$ cat config.mk
export PLATFORM = sky130hd
export DESIGN_NAME = dbus_arbiter_flat
export DESIGN_NICKNAME = d
export VERILOG_FILES = /design/src/rtl/dbus_pkg.sv /design/src/rtl/dbus_if.sv /design/src/rtl/dbus_arb_sel.sv /design/src/rtl/dbus_arbiter.sv /design/src/flat_wrapper.sv
export SDC_FILE = /design/constraint.sdc
export NUM_CORES = 1
export LEC_CHECK = 0
export ABC_AREA = 1
export CORE_MARGIN = 8
export CORE_UTILIZATION = 45
export DETAILED_ROUTE_END_ITERATION = 8
export PLACE_DENSITY = 0.85
export SYNTH_ARGS = -nofsm -noshare
export SYNTH_HDL_FRONTEND = slang
export SYNTH_SLANG_ARGS = --single-unit
$ cat constraint.sdc
create_clock -name Clk -period 2.3 [get_ports Clk]
set_input_delay 0.345 -clock Clk [delete_from_list [all_inputs] [get_ports Clk]]
set_output_delay 0.345 -clock Clk [all_outputs]
set_load 0.03 [all_outputs]
$ cat src/rtl/dbus_pkg.sv
// Shared types and constants for the two-master register data bus arbiter.
// State encodings, default bus widths and one-hot grant values.
package dbus_pkg;

    localparam int DEF_DATA_WIDTH = 8;
    localparam int DEF_ADDR_WIDTH = 8;

    typedef enum logic [1:0] {
        IDLE = 2'd0,
        XFER = 2'd1,
        ACK  = 2'd2
    } state_t;

    localparam logic [1:0] GNT_NONE = 2'b00;
    localparam logic [1:0] GNT_M0   = 2'b01;
    localparam logic [1:0] GNT_M1   = 2'b10;

endpackage

$ cat src/rtl/dbus_if.sv
// Bundle of both master handshakes and the shared register-bank bus.
// slave = arbiter side, master = requesters plus register bank side.
interface dbus_if #(
    parameter int DATA_WIDTH = 8,
    parameter int ADDR_WIDTH = 8
) ();

    logic                  M0_Req;
    logic                  M0_Wr;
    logic [ADDR_WIDTH-1:0] M0_Addr;
    logic [DATA_WIDTH-1:0] M0_Wdata;
    logic                  M0_Ack;
    logic [DATA_WIDTH-1:0] M0_Rdata;

    logic                  M1_Req;
    logic                  M1_Wr;
    logic [ADDR_WIDTH-1:0] M1_Addr;
    logic [DATA_WIDTH-1:0] M1_Wdata;
    logic                  M1_Ack;
    logic [DATA_WIDTH-1:0] M1_Rdata;

    logic [1:0]            Gnt;
    logic [ADDR_WIDTH-1:0] Addr;
    logic [DATA_WIDTH-1:0] Dout;
    logic [DATA_WIDTH-1:0] Din;
    logic                  Wr;

    modport slave (
        input  M0_Req, M0_Wr, M0_Addr, M0_Wdata,
        input  M1_Req, M1_Wr, M1_Addr, M1_Wdata,
        input  Din,
        output M0_Ack, M0_Rdata, M1_Ack, M1_Rdata,
        output Gnt, Addr, Dout, Wr
    );

    modport master (
        output M0_Req, M0_Wr, M0_Addr, M0_Wdata,
        output M1_Req, M1_Wr, M1_Addr, M1_Wdata,
        output Din,
        input  M0_Ack, M0_Rdata, M1_Ack, M1_Rdata,
        input  Gnt, Addr, Dout, Wr
    );

endinterface

$ cat src/rtl/dbus_arb_sel.sv
// Combinational one-hot winner select for the two bus masters.
// DBUS_ARB_RR_EN: ptr breaks ties (1 = favour M1); else M0 always wins.
module dbus_arb_sel
    import dbus_pkg::*;
(
    input  logic [1:0] req,
`ifdef DBUS_ARB_RR_EN
    input  logic       ptr,
`endif
    output logic [1:0] win
);

    always_comb begin
        win = GNT_NONE;
        unique case (req)
            2'b01: win = GNT_M0;
            2'b10: win = GNT_M1;
`ifdef DBUS_ARB_RR_EN
            2'b11: win = ptr ? GNT_M1 : GNT_M0;
`else
            2'b11: win = GNT_M0;
`endif
            default: win = GNT_NONE;
        endcase
    end

endmodule

$ cat src/rtl/dbus_arbiter.sv
// Two-master arbiter/sequencer for the 8-bit register data bus.
// DBUS_ARB_RR_EN selects round-robin ties; default is fixed M0 priority.
module dbus_arbiter
    import dbus_pkg::*;
#(
    parameter int DATA_WIDTH = DEF_DATA_WIDTH,
    parameter int ADDR_WIDTH = DEF_ADDR_WIDTH
) (
    input  logic  Clk,
    input  logic  Rst_n,
    dbus_if.slave bus
);

    state_t                state_q;
    state_t                state_d;
    logic [1:0]            win;
    logic [1:0]            gnt_q;
    logic [ADDR_WIDTH-1:0] addr_q;
    logic [DATA_WIDTH-1:0] dout_q;
    logic                  wr_q;
    logic [1:0]            ack_q;
    logic [DATA_WIDTH-1:0] rdata0_q;
    logic [DATA_WIDTH-1:0] rdata1_q;

`ifdef DBUS_ARB_RR_EN
    logic ptr_q;

    dbus_arb_sel u_sel (
        .req ({bus.M1_Req, bus.M0_Req}),
        .ptr (ptr_q),
        .win (win)
    );

    // Favour whichever master was not granted last.
    always_ff @(posedge Clk or negedge Rst_n) begin
        if (!Rst_n) begin
            ptr_q <= 1'b0;
        end else if (state_q == IDLE && win != GNT_NONE) begin
            ptr_q <= win[0];
        end
    end
`else
    dbus_arb_sel u_sel (
        .req ({bus.M1_Req, bus.M0_Req}),
        .win (win)
    );
`endif

    always_ff @(posedge Clk or negedge Rst_n) begin
        if (!Rst_n) begin
            state_q <= IDLE;
        end else begin
            state_q <= state_d;
        end
    end

    always_comb begin
        state_d = state_q;
        unique case (state_q)
            IDLE: if (win != GNT_NONE) state_d = XFER;
            XFER: state_d = ACK;
            ACK:  state_d = IDLE;
            default: state_d = IDLE;
        endcase
    end

    always_ff @(posedge Clk or negedge Rst_n) begin
        if (!Rst_n) begin
            gnt_q    <= GNT_NONE;
            addr_q   <= '0;
            dout_q   <= '0;
            wr_q     <= 1'b0;
            ack_q    <= 2'b00;
            rdata0_q <= '0;
            rdata1_q <= '0;
        end else begin
            unique case (state_q)
                IDLE: begin
                    if (win != GNT_NONE) begin
                        gnt_q  <= win;
                        addr_q <= win[1] ? bus.M1_Addr : bus.M0_Addr;
                        dout_q <= win[1] ? bus.M1_Wdata : bus.M0_Wdata;
                        wr_q   <= win[1] ? bus.M1_Wr : bus.M0_Wr;
                    end
                end
                XFER: begin
                    // Slave commits the write on this edge; reads land here.
                    wr_q  <= 1'b0;
                    ack_q <= gnt_q;
                    if (!wr_q) begin
                        if (gnt_q[1]) rdata1_q <= bus.Din;
                        else          rdata0_q <= bus.Din;
                    end
                end
                ACK: begin
                    ack_q <= 2'b00;
                    gnt_q <= GNT_NONE;
                end
                default: begin
                    ack_q <= 2'b00;
                end
            endcase
        end
    end

    assign bus.Gnt      = gnt_q;
    assign bus.Addr     = addr_q;
    assign bus.Dout     = dout_q;
    assign bus.Wr       = wr_q;
    assign bus.M0_Ack   = ack_q[0];
    assign bus.M1_Ack   = ack_q[1];
    assign bus.M0_Rdata = rdata0_q;
    assign bus.M1_Rdata = rdata1_q;

endmodule

$ cat src/flat_wrapper.sv
// flat-port wrapper written by rule: the top's interface ports become plain ports
module dbus_arbiter_flat import dbus_pkg::*;
#(
    parameter int DATA_WIDTH = DEF_DATA_WIDTH,
    parameter int ADDR_WIDTH = DEF_ADDR_WIDTH
)
  (Clk, Rst_n, bus_M0_Req, bus_M0_Wr, bus_M0_Addr, bus_M0_Wdata, bus_M1_Req, bus_M1_Wr, bus_M1_Addr, bus_M1_Wdata, bus_Din, bus_M0_Ack, bus_M0_Rdata, bus_M1_Ack, bus_M1_Rdata, bus_Gnt, bus_Addr, bus_Dout, bus_Wr);
  dbus_if #(.DATA_WIDTH(DATA_WIDTH), .ADDR_WIDTH(ADDR_WIDTH)) bus_i ();
  input  logic Clk;
  input  logic Rst_n;
  input wire logic [$bits(bus_i.M0_Req)-1:0] bus_M0_Req;
  input wire logic [$bits(bus_i.M0_Wr)-1:0] bus_M0_Wr;
  input wire logic [$bits(bus_i.M0_Addr)-1:0] bus_M0_Addr;
  input wire logic [$bits(bus_i.M0_Wdata)-1:0] bus_M0_Wdata;
  input wire logic [$bits(bus_i.M1_Req)-1:0] bus_M1_Req;
  input wire logic [$bits(bus_i.M1_Wr)-1:0] bus_M1_Wr;
  input wire logic [$bits(bus_i.M1_Addr)-1:0] bus_M1_Addr;
  input wire logic [$bits(bus_i.M1_Wdata)-1:0] bus_M1_Wdata;
  input wire logic [$bits(bus_i.Din)-1:0] bus_Din;
  output wire logic [$bits(bus_i.M0_Ack)-1:0] bus_M0_Ack;
  output wire logic [$bits(bus_i.M0_Rdata)-1:0] bus_M0_Rdata;
  output wire logic [$bits(bus_i.M1_Ack)-1:0] bus_M1_Ack;
  output wire logic [$bits(bus_i.M1_Rdata)-1:0] bus_M1_Rdata;
  output wire logic [$bits(bus_i.Gnt)-1:0] bus_Gnt;
  output wire logic [$bits(bus_i.Addr)-1:0] bus_Addr;
  output wire logic [$bits(bus_i.Dout)-1:0] bus_Dout;
  output wire logic [$bits(bus_i.Wr)-1:0] bus_Wr;
  assign bus_i.M0_Req = bus_M0_Req;
  assign bus_i.M0_Wr = bus_M0_Wr;
  assign bus_i.M0_Addr = bus_M0_Addr;
  assign bus_i.M0_Wdata = bus_M0_Wdata;
  assign bus_i.M1_Req = bus_M1_Req;
  assign bus_i.M1_Wr = bus_M1_Wr;
  assign bus_i.M1_Addr = bus_M1_Addr;
  assign bus_i.M1_Wdata = bus_M1_Wdata;
  assign bus_i.Din = bus_Din;
  assign bus_M0_Ack = bus_i.M0_Ack;
  assign bus_M0_Rdata = bus_i.M0_Rdata;
  assign bus_M1_Ack = bus_i.M1_Ack;
  assign bus_M1_Rdata = bus_i.M1_Rdata;
  assign bus_Gnt = bus_i.Gnt;
  assign bus_Addr = bus_i.Addr;
  assign bus_Dout = bus_i.Dout;
  assign bus_Wr = bus_i.Wr;
  dbus_arbiter #(.DATA_WIDTH(DATA_WIDTH), .ADDR_WIDTH(ADDR_WIDTH)) u_core (.Clk(Clk), .Rst_n(Rst_n), .bus(bus_i));
endmodule
==> impl_metrics.csv <==
group,metric,value,unit
detailed_routing,ant_nets,0,
sta,rsz0062_at_grt,"no",
clock_tree,cts_made_buffers,5,
yosys,ys_types,18,
worst_setup_path,r2r-end,"u_core.bus.M1_Rdata[1]",
placed_design,place_congestion,0.761,
sta,final_hold_viol_count,0,
cells_and_area,fin_cells,360,
power,p_leak,1.38,nW
worst_setup_path,reg2reg_setup_slack,0.86,ns
run,maxCapViolCount,0,
clock_tree,hold_buffers,0,
floorplan,rows,23,
floorplan,initial_core_util,47.3,%
cells_and_area,num_antenna_cells,0,
global_route,grt_max_degree,40,
clock_tree,clock-root-buffer,"clkbuf_8",
worst_setup_path,start_kind,"register",
worst_setup_path,crit_fanout,13,
power,peakVddDrop,0.600,mV
floorplan,dieHeight,81.1,um
placed_design,placed_area,2700,um2
floorplan,die_x,81.1,um
placed_design,dp.cells,352,
worst_setup_path,cp_top_family,"buffers and inverters",
detailed_routing,first_iter_violations,103,
placed_design,port_buffers,82,
worst_setup_path,crit_path_end_kind,"output pin",
sta,setup_violations,0,
sta,timing.fmax,0.500,GHz
floorplan,fp.dieArea,6580,um2
sta,max-slew-margin-rel,43.2,%
yosys,netlist_instances,229,
sta,layout_min_cycle_time,2.00,ns
global_route,grt_usage,16.2,%
floorplan,core,4030,um2
global_route,grt.met1_usage,18.8,%
worst_setup_path,cp.required,1.96,ns
worst_setup_path,slowest_stage,"clkdlybuf4s50_1",
clock_tree,insertion_delay,0.29,ns
detailed_routing,firstDrtPassIters,4,
sta,worstMarginPinSlew,0.852,ns
worst_setup_path,reg2reg_depth,4,
power,p_per_area,1390,nW/um2
placed_design,hpwl,3910,um
global_route,grt_use_met2,26.1,%
worst_setup_path,r2r-start,"u_core.state_q[1]",
sta,clock_skew,0.00583,ns
sta,setup-tns-final,0,ns
sta,fin_crit_sh,87.0,%
worst_setup_path,worstPathArrival,1.66,ns
worst_hold_path,hold_path.class,"in -> async",
worst_setup_path,path_buf_inv,1,
clock_tree,ctsResizeCount,0,
cells_and_area,fillers,343,
yosys,avgSynthCellArea,8.33,um2
global_route,antenna_found_initial,0,
cells_and_area,finalInstanceArea,2800,um2
clock_tree,post_cts.repair.setup_buffers,0,
global_route,grt_pass1_wl,8290,um
worst_setup_path,slowest_delay,0.76,ns
outcome,status,"completed",
cells_and_area,fin_nets,355,
global_route,grt_pass1_vias,1806,
detailed_routing,num_vias,1773,
clock_tree,clk_path_buf_depth,2,
clock_tree,clock-sinks,39,
detailed_routing,wl,5160,um
detailed_routing,drcViolationCount,0,
yosys,syn_nets,275,
sta,timing_max_transition_violations_final,0,
global_route,grt_util_met3,7.17,%
detailed_routing,routed_via_density,4.93,
yosys,ys_seq_area_share,51.2,%
global_route,gr-total-overflow,0,
detailed_routing,wl_per_cell,14.3,um
floorplan,io_pins,83,
clock_tree,cts_tree,"yes",
global_route,top_usage_layer,"met2",
yosys,synth_seq_cells,39,
yosys,synth_warnings,0,
cells_and_area,drive_gt1_share,11.0,%
clock_tree,htree_levels,2,
worst_setup_path,path_class,"reg -> out",
cells_and_area,synthToLayoutAreaGrowth,46.8,%
yosys,syn_area,1910,um2
clock_tree,clkTransAtPathRegs,0.07,ns
worst_setup_path,crit_chain,"clkdlybuf4s50_1",
state kept, by name, summed over array words and instances, names as in the netlist:
signal,flops
u_core.bus.M1_Rdata,8
u_core.bus.Gnt,2
u_core.bus.M0_Rdata,8
u_core.state_q,2
u_core.bus.Wr,1
u_core.ack_q,2
u_core.bus.Addr,8
u_core.bus.Dout,8
cells in the mapped netlist:
cell / number / area, um2
nand2_4: 1 / 11.3
nand2_2: 12 / 75.1
nor2_1: 1 / 3.75
buf_8: 1 / 15.0
inv_2: 5 / 18.8
nand2_8: 2 / 40.0
nor2_4: 3 / 33.8
nor2_2: 1 / 6.26
nand2_1: 114 / 428
nand3_1: 29 / 145
nand3b_1: 1 / 7.51
nand3_2: 1 / 10.0
buf_4: 4 / 30.0
nand4_1: 8 / 50.1
buf_6: 4 / 45.0
dfrtp_1: 39 / 976
inv_1: 2 / 7.51
clkbuf_1: 1 / 3.75
cell type report:
class | count | area, um2 | area share (%)
clock buffers | 8 | 100 | 3.58
well taps | 50 | 62.6 | 2.24
repair buffers | 83 | 823 | 29.4
flip-flops and latches | 39 | 976 | 34.9
multi-input cells | 173 | 811 | 29.0
inverters | 7 | 26.3 | 0.939
per-layer routing:
metal | vias to the layer above | part of all wire [%]
met3 | 5 | 11
met5 | - | 0
li1 | 887 | -
met2 | 78 | 47
met4 | 0 | 1.1
met1 | 803 | 41
power breakdown:
part	internal [mW]	leakage (nW)	switching, mW
clock network	0.274	0.0515	0.227
logic	0.824	0.842	1.30
registers	1.01	0.484	0.240
total	2.11	1.38	1.77
cell families (layout without fill, tap and decap cells):
kind of cell           Yosys count  after routing  share of synthesized area (%)
AND/OR/NAND/NOR                173            173                           42.5
flip-flops                      39             39                           51.2
buffers and inverters           17             98                           6.30
stage by stage:
| stage | utilization [%] | hold WS [ns] | setup slack (ns) | power, mW |
|---|---|---|---|---|
| finish | 69.5 | 0.163 | 0.299 | 3.88 |
| global route | 69.5 | 0.241 | 0.212 | 4.13 |
| CTS | 69.5 | 0.197 | 0.290 | 3.93 |
| detailed placement | 67.0 | 0.458 | 0.492 | 3.41 |
| global placement | 67.0 | 0.452 | 0.530 | 3.37 |
| floorplan | - | 0.0494 | 1.11 | 2.57 |
cells in the final DEF (no fill, tap or decap):
master           count
clkbuf_1             1
buf_2                1
nor2_2               1
inv_2                5
nand2_1            114
clkdlybuf4s50_1     81
nand3b_1             1
nor2_4               3
nand2_4              1
dfrtp_1             39
buf_4                1
nand3_1             29
inv_1                2
nand3_2              1
nand4_1              8
nand2_8              2
nand2_2             12
clkbuf_8             7
nor2_1               1
how the worst max path moves through the flow:
stage / slack, ns / end / from / cells after the start
6_report: 0.30 / bus_Gnt[1] / u_core.bus.Gnt[1] / 1
5_1_grt: 0.21 / bus_Gnt[1] / u_core.bus.Gnt[1] / 1
4_1_cts: 0.29 / bus_Gnt[1] / u_core.bus.Gnt[1] / 1
3_5_place_dp: 0.49 / u_core.bus.Addr[4] / bus_M0_Req / 7
3_3_place_gp: 0.53 / u_core.bus.Addr[6] / bus_M0_Req / 7
2_1_floorplan: 1.11 / u_core.bus.M0_Rdata[0] / u_core.bus.Wr / 4
(Power assumes the default switching activity.)
